`src/rtl/uart_rx_frontend.sv`:
```
// UART receive front-end: rx synchroniser, start-bit validation and mid-bit
// sample timing from an oversampling counter. Feeds a downstream shifter that
// captures bit_o on every sample_o strobe.
module uart_rx_frontend #(
    parameter int unsigned OVERSAMPLE  = 16,
    parameter int unsigned DATA_BITS   = 8,
    parameter int unsigned SYNC_STAGES = 2
) (
    input  logic clk_i,
    input  logic rst_ni,
    input  logic rx_i,
    output logic start_o,
    output logic sample_o,
    output logic bit_o,
    output logic done_o,
    output logic frame_err_o,
    output logic busy_o
);

    localparam int unsigned TW = $clog2(OVERSAMPLE);
    localparam int unsigned BW = (DATA_BITS > 1) ? $clog2(DATA_BITS) : 1;

    localparam logic [TW-1:0] TICK_MID      = TW'(OVERSAMPLE / 2 - 1);
    localparam logic [TW-1:0] TICK_MID_PRE  = TW'(OVERSAMPLE / 2 - 2);
    localparam logic [TW-1:0] TICK_LAST     = TW'(OVERSAMPLE - 1);
    localparam logic [TW-1:0] TICK_LAST_PRE = TW'(OVERSAMPLE - 2);
    localparam logic [BW-1:0] BIT_LAST      = BW'(DATA_BITS - 1);

    typedef enum logic [2:0] {
        IDLE  = 3'd0,
        START = 3'd1,
        DATA  = 3'd2,
        STOP  = 3'd3,
        BRK   = 3'd4
    } state_t;

    state_t                 state_q, state_d;
    logic [SYNC_STAGES-1:0] sync_q, sync_d;
    logic                   rx_q;
    logic [TW-1:0]          tick_q, tick_d;
    logic [BW-1:0]          bit_idx_q, bit_idx_d;
    logic                   bit_q, bit_d;
    logic                   sample_q, sample_d;
    logic                   start_q, start_d;
    logic                   done_q, done_d;
    logic                   err_q, err_d;
    logic                   busy_q;
    logic                   rx_s;
    logic                   rx_pre;

    // rx_s is the synchronised line; rx_pre is the value rx_s takes next
    // cycle, which lets the start/stop verdicts be registered yet still line
    // up with the cycle in which rx_s is actually checked.
    assign sync_d = {sync_q[SYNC_STAGES-2:0], rx_i};
    assign rx_s   = sync_q[SYNC_STAGES-1];
    assign rx_pre = sync_q[SYNC_STAGES-2];

    // Next-state, counter and pulse decode.
    always_comb begin
        state_d   = state_q;
        tick_d    = tick_q;
        bit_idx_d = bit_idx_q;
        bit_d     = bit_q;
        sample_d  = 1'b0;
        start_d   = 1'b0;
        done_d    = 1'b0;
        err_d     = 1'b0;
        case (state_q)
            IDLE: begin
                tick_d    = {TW{1'b0}};
                bit_idx_d = {BW{1'b0}};
                if (rx_q && !rx_s) begin
                    state_d = START;
                end else begin
                    state_d = IDLE;
                end
            end
            START: begin
                if (tick_q == TICK_MID_PRE && !rx_pre) begin
                    start_d = 1'b1;
                end else begin
                    start_d = 1'b0;
                end
                if (tick_q == TICK_MID) begin
                    tick_d    = {TW{1'b0}};
                    bit_idx_d = {BW{1'b0}};
                    if (!rx_s) begin
                        state_d = DATA;
                    end else begin
                        state_d = IDLE;
                    end
                end else begin
                    tick_d = tick_q + 1'b1;
                end
            end
            DATA: begin
                if (tick_q == TICK_LAST) begin
                    tick_d   = {TW{1'b0}};
                    bit_d    = rx_s;
                    sample_d = 1'b1;
                    if (bit_idx_q == BIT_LAST) begin
                        state_d = STOP;
                    end else begin
                        bit_idx_d = bit_idx_q + 1'b1;
                    end
                end else begin
                    tick_d = tick_q + 1'b1;
                end
            end
            STOP: begin
                if (tick_q == TICK_LAST_PRE) begin
                    done_d = rx_pre;
                    err_d  = !rx_pre;
                end else begin
                    done_d = 1'b0;
                    err_d  = 1'b0;
                end
                if (tick_q == TICK_LAST) begin
                    tick_d = {TW{1'b0}};
                    if (rx_s) begin
                        state_d = IDLE;
                    end else begin
                        state_d = BRK;
                    end
                end else begin
                    tick_d = tick_q + 1'b1;
                end
            end
            BRK: begin
                tick_d = {TW{1'b0}};
                if (rx_s) begin
                    state_d = IDLE;
                end else begin
                    state_d = BRK;
                end
            end
            default: begin
                state_d   = IDLE;
                tick_d    = {TW{1'b0}};
                bit_idx_d = {BW{1'b0}};
            end
        endcase
    end

    // State, synchroniser, counters and registered outputs.
    always_ff @(posedge clk_i) begin
        if (!rst_ni) begin
            state_q   <= IDLE;
            sync_q    <= {SYNC_STAGES{1'b1}};
            rx_q      <= 1'b1;
            tick_q    <= {TW{1'b0}};
            bit_idx_q <= {BW{1'b0}};
            bit_q     <= 1'b1;
            sample_q  <= 1'b0;
            start_q   <= 1'b0;
            done_q    <= 1'b0;
            err_q     <= 1'b0;
            busy_q    <= 1'b0;
        end else begin
            state_q   <= state_d;
            sync_q    <= sync_d;
            rx_q      <= rx_s;
            tick_q    <= tick_d;
            bit_idx_q <= bit_idx_d;
            bit_q     <= bit_d;
            sample_q  <= sample_d;
            start_q   <= start_d;
            done_q    <= done_d;
            err_q     <= err_d;
            busy_q    <= (state_d != IDLE);
        end
    end

    assign start_o     = start_q;
    assign sample_o    = sample_q;
    assign bit_o       = bit_q;
    assign done_o      = done_q;
    assign frame_err_o = err_q;
    assign busy_o      = busy_q;

endmodule
```
`config.mk`:
```
export PLATFORM = sky130hd
export DESIGN_NAME = uart_rx_frontend
export DESIGN_NICKNAME = d
export VERILOG_FILES = /design/src/rtl/uart_rx_frontend.sv
export SDC_FILE = /design/constraint.sdc
export NUM_CORES = 1
export LEC_CHECK = 0
export ABC_CLOCK_PERIOD_IN_PS = 3300
export BUFFER_PORTS_ARGS = -buffer_cell sky130_fd_sc_hd__buf_2
export CORE_MARGIN = 2
export CORE_UTILIZATION = 59
export CTS_CLUSTER_SIZE = 16
export DETAILED_ROUTE_END_ITERATION = 7
export GPL_TIMING_DRIVEN = 0
export PLACE_DENSITY_LB_ADDON = 0.08
export SYNTH_ARGS = -nofsm -noshare
export SYNTH_HDL_FRONTEND = slang
export SYNTH_SLANG_ARGS = --single-unit
```
`constraint.sdc`:
```
create_clock -name clk_i -period 3.3 [get_ports clk_i]
set_input_delay 0.825 -clock clk_i [delete_from_list [all_inputs] [get_ports clk_i]]
set_output_delay 0.825 -clock clk_i [all_outputs]
set_load 0.01 [all_outputs]
```
## After elaboration in Yosys (flattened, before gate mapping)

Index checks and enable logic that the tools add are counted.

| storage, ports and cells | value |
|---|---|
| flip-flop bits (word level) | 19 |
| output and inout bits | 6 |
| input port bits | 3 |
| logic and storage cells | 56 |

| cells by class | value |
|---|---|
| reduce and logical (&&, ||, !) cells | 13 |
| mux-type cells | 17 |
| equal/unequal tests | 12 |
| bitwise gates (word level) | 1 |
| add/sub/neg operators | 2 |

Operators by type and width:

| cell | number |
|---|---|
| two-way mux 3 bit | 8 |
| one-hot mux 3 bit (5 select lines) | 1 |
| one-hot mux 3 bit (3 select lines) | 1 |
| equality test 4 x 3 -> 1 bit, second input constant | 2 |
| equality test 4 bit, second input constant | 2 |
| two-way mux 4 bit | 2 |
| one-hot mux 4 bit (2 select lines) | 1 |
| equality test 3 x 2 -> 1 bit, second input constant | 2 |
| equality test 3 bit, second input constant | 2 |
| inequality test 2 bit, second input constant | 3 |
| AND reduction 2 bit | 3 |
| adder 4 x 1 -> 4 bit, second input constant | 1 |
| AND reduction 4 bit | 1 |
| OR reduction 2 bit | 2 |
| adder 3 x 1 -> 3 bit, second input constant | 1 |
| equality test 3 x 1 -> 1 bit, second input constant | 1 |
| logical NOT 3 bit | 1 |
| two-way mux 1 bit | 3 |
| AND reduction 3 bit | 1 |
| nonzero test 3 bit | 1 |
| logical AND 1 bit | 2 |
| logical NOT 1 bit | 2 |
| two-way mux 2 bit | 1 |
| inverter 1 bit | 1 |

## Depth between registers and ports, before layout

| logic depth | value |
|---|---|
| depth in word-level cells | 5 |
| depth in mapped cells | 6 |
| mapped depth without buffers | 6 |

## Least setup slack after synthesis

OpenSTA, ideal clock, no wires.

| timing path | value |
|---|---|
| path kind | input to register |
| start point | in rst_ni |
| end point | reg tick_q[0] |
| library setup time | 91 ps |
| slack | 1,619 ps |
| path buffers | 1 |
| data arrival time | 1,590 ps |
| required time | 3,209 ps |
| stages | 3 |
| cell sequence | buf_2 or3b_4 a311oi_1 |

RTL lines:

| element | RTL line | source |
|---|---|---|
| start: declaration | 10 | `input logic rst_ni,` |
| end signal: assignment | 151 | `tick_q <= {TW{1'b0}};` |
| end signal: assignment | 163 | `tick_q <= tick_d;` |
| end: declaration | 40 | `logic [TW-1:0] tick_q, tick_d;` |

## Final worst setup path

| timing path | value |
|---|---|
| start point | reg tick_q[0] |
| end point | reg busy_q, in the netlist busy_o |

| between the ends | value |
|---|---|
| word-level cells in the longest chain between the ends | 4 |
| elaborated cells between the ends (all ways) | 7 |
| classes of those cells | eq/ne: 2; mux: 4; reduce/logical: 1 |

Ends and longest elaborated chain:

| element | RTL line | source |
|---|---|---|
| equality test 4 bit / equality test 4 x 3 -> 1 bit (equally long branches) | 97, 118, 84 |  |
| two-way mux 3 bit (on tied branches) | 118, 84, 97 |  |
| one-hot mux 3 bit (5 select lines) (*) | 68 | `case (state_q)` |
| nonzero test 3 bit (*) | 170 | `busy_q <= (state_d != IDLE);` |
| end signal: assignment | 170 |  |
| end: declaration | 47 | `logic busy_q;` |

Mark *: on every way between the ends. The rest lies on a longest branch, timed or not.
A chain may end at the register's enable or synchronous reset.

==> metrics.yaml <==
status:
  status: "complete, no violations"
floorplanning:
  io_pins: 9
  num_rows: 13
  initial_utilization_pct: 64.2
  dieArea_um2: 1770
  chipHeight_um: 42.1
  core-area_um2: 1330
  fp.dieW_um: 42.1
timing:
  setup_viol: 0
  timing.final.crit_share_pct: 49.2
  timing.final.ws_setup_ps: 1680
  fin_crit_ps: 1620
  finalClockSkew_ps: 2.05
  drv_slew: 0
  relSlewSlack_pct: 80.8
  rsz0062_at_grt: "false"
  fmax_ghz: 0.616
  tightest_slew_ps: 287
  hold_viol: 0
  hold_ws_ps: 467
  fin_setup_tns_ps: 0
power_and_ir_drop:
  seqPwrFrac_pct: 65.4
  p_sw_share_pct: 20.5
  power_frac_clock_pct: 30.6
  p_int_w: 0.000286
  switchingPower_w: 0.0000738
  power.leakage_nw: 0.383
  power.density_nw_per_um2: 382
  ir_drop_mv: 0.329
  pwr-share-comb_pct: 4.0
setup_path:
  r2r_setup_slack_ps: 1680
  worstPathArrival_ps: 1810
  rr_startpoint: "tick_q[0]"
  cp_data_required_time_ps: 3480
  cp-end-kind: "flop"
  cp-start-kind: "flop"
  critical_path_class: "flop to flop"
  crit_fanout: 10
  ff2ff_path_depth: 6
  r2r_end: "busy_o"
  startpoint: "tick_q[0]"
global_route:
  antenna_found_initial: 0
  grt_use_total_pct: 16.7
  grt_pass1_vias: 570
  overflow: 0
  grt_pass1_wl_mm: 2.30
  grt_max_degree: 11
clocking:
  cts_made_buffers: 3
  cts-root-buf: "clkbuf_4"
  postCtsSetupBuffers: 0
  cts_tree: "built"
  htree_levels: 1
  hold_buffers: 0
  clk_pin_slew_ps: 90
  cts.path.max_buffers: 2
  clk_latency_ps: 290
  cts_resized: 0
  cts_sinks: 19
logic_synthesis:
  syn_nets: 91
  seq_area_frac_synth_pct: 44.4
  synthFlopType: "dfxtp_1"
  synthDistinctLibCells: 38
  ys_warn_count: 0
  synthArstFlopShare_pct: 0
  netlist_instances: 84
  synth_edf_count: 0
  synth-seq-cells: 19
  synth_area_um2: 856
  syn_avg_cell_area_um2: 10.2
drt:
  drt_iter0_drc: 12
  drc: 0
  via_per_inst: 5.59
  drt_pass1_iterations: 4
  routed_wl_mm: 1.30
  vias: 621
  wl_per_cell_um: 11.7
  ant_nets: 0
finish:
  drive_gt1_share_pct: 26.0
  fin_nets: 104
  area_growth_pct: 9.94
  antennaDiodeCount: 0
placed_design:
  post-dp-hpwl_um: 988
  io_buffers: 8
  gp_congestion: 0.807
  post-place-ws_ps: 1400
hold_path:
  min_to: "bit_idx_q[1]"
  hp-class: "flop to flop"
  holdCritStartpoint: "bit_idx_q[1]"
  whs_path_depth: 2
job:
  cap_violations: 0
[cell type report]
| type | instances | area, um^2 |
|---|---|---|
| fill | 116 | 393 |
| buffer | 4 | 26.3 |
| tap | 15 | 18.8 |
| timing repair buffer | 8 | 40.0 |
| multi-input combinational | 59 | 442 |
| inverter | 2 | 7.51 |
| sequential | 19 | 380 |
| clock buffer | 4 | 26.3 |
[critical path, stage by stage, from the launching register on]
cell     delay (ps)
dfxtp_1         400
ha_1            160
buf_2           190
and3_1          240
a21o_1          140
a21oi_2          50
or3_1           330
[layer usage]
| layer | routed length, um | vias up | GRT usage [%] |
|---|---|---|---|
| met2 | 582 | 10 | 28.1 |
| met3 | 48 | 2 | 2.59 |
| met5 | 0 | - | 0 |
| met4 | 21 | 0 | 7.50 |
| li1 | - | 327 | - |
| met1 | 643 | 282 | 20.9 |
[flip-flops by register name (all words and copies together) (netlist names)]
signal	flops
sample_o	1
busy_o	1
state_q	3
bit_o	1
sync_q	2
rx_q	1
frame_err_o	1
done_o	1
bit_idx_q	3
tick_q	4
start_o	1
[power by group through the flow]
stage	Clock [W]	Combinational, W	Sequential (W)
after floorplan	0	0.0000104	0.000240
after global placement	0	0.0000142	0.000241
after detailed placement	0	0.0000144	0.000241
after CTS	0.000116	0.0000146	0.000235
after global routing	0.000122	0.0000158	0.000236
final	0.000110	0.0000145	0.000235
[Yosys cell counts, drive strengths merged (2+ instances only)]
cell type	instances	area [um^2]
nand2b	5	33.8
nand3	6	35.0
inv	2	7.51
or3	2	12.5
dfxtp	19	380
xnor2	2	17.5
o21ai	3	15.0
or3b	2	20.0
ha	4	50.1
buf	4	26.3
nor2	6	25.0
a21oi	2	13.8
and3	4	30.0
a311oi	2	17.5
nand2	6	22.5
[how the worst max path moves through the flow]
stage,to,slack [ps],cells past startpoint
after floorplan,tick_q[0],1620,3
after global placement,tick_q[0],1450,4
after detailed placement,tick_q[0],1400,4
after CTS,busy_o,1670,6
after global routing,busy_o,1520,6
final,busy_o,1680,6
[placed cells by master, fill, tap and decap left out, drive strengths merged, types with 2 or more instances in the layout]
master	synthesis	layout
nand2	6	6
a21oi	2	2
or3b	2	2
xnor2	2	2
nand3	6	6
a311oi	2	2
o21ai	3	3
clkbuf	0	4
or3	2	2
ha	4	4
dfxtp	19	19
buf	4	12
nor2	6	6
nand2b	5	5
and3	4	4
inv	2	2
[cell families (layout without fill, tap and decap cells)]
kind of cell / Yosys count / in the layout / share of synthesized area [%]
mux: 1 / 1 / 1.17
simple gates: 38 / 38 / 29.1
compound gates: 14 / 14 / 13.5
flops: 19 / 19 / 44.4
xor+xnor: 2 / 2 / 2.05
buf+inv: 6 / 18 / 3.95
fa+ha+maj: 4 / 4 / 5.85
[metrics by stage]
stage                     power (W)  cell area [um^2]  utilization [%]  std cells
final                      0.000360               941             70.5        111
after global routing       0.000374               941             70.5        111
after CTS                  0.000366               941             70.5        111
after detailed placement   0.000255               915             68.6        107
after global placement     0.000255               915             68.6        107
after floorplan            0.000251               856                -         84
Power figures use the tool's default switching activity.
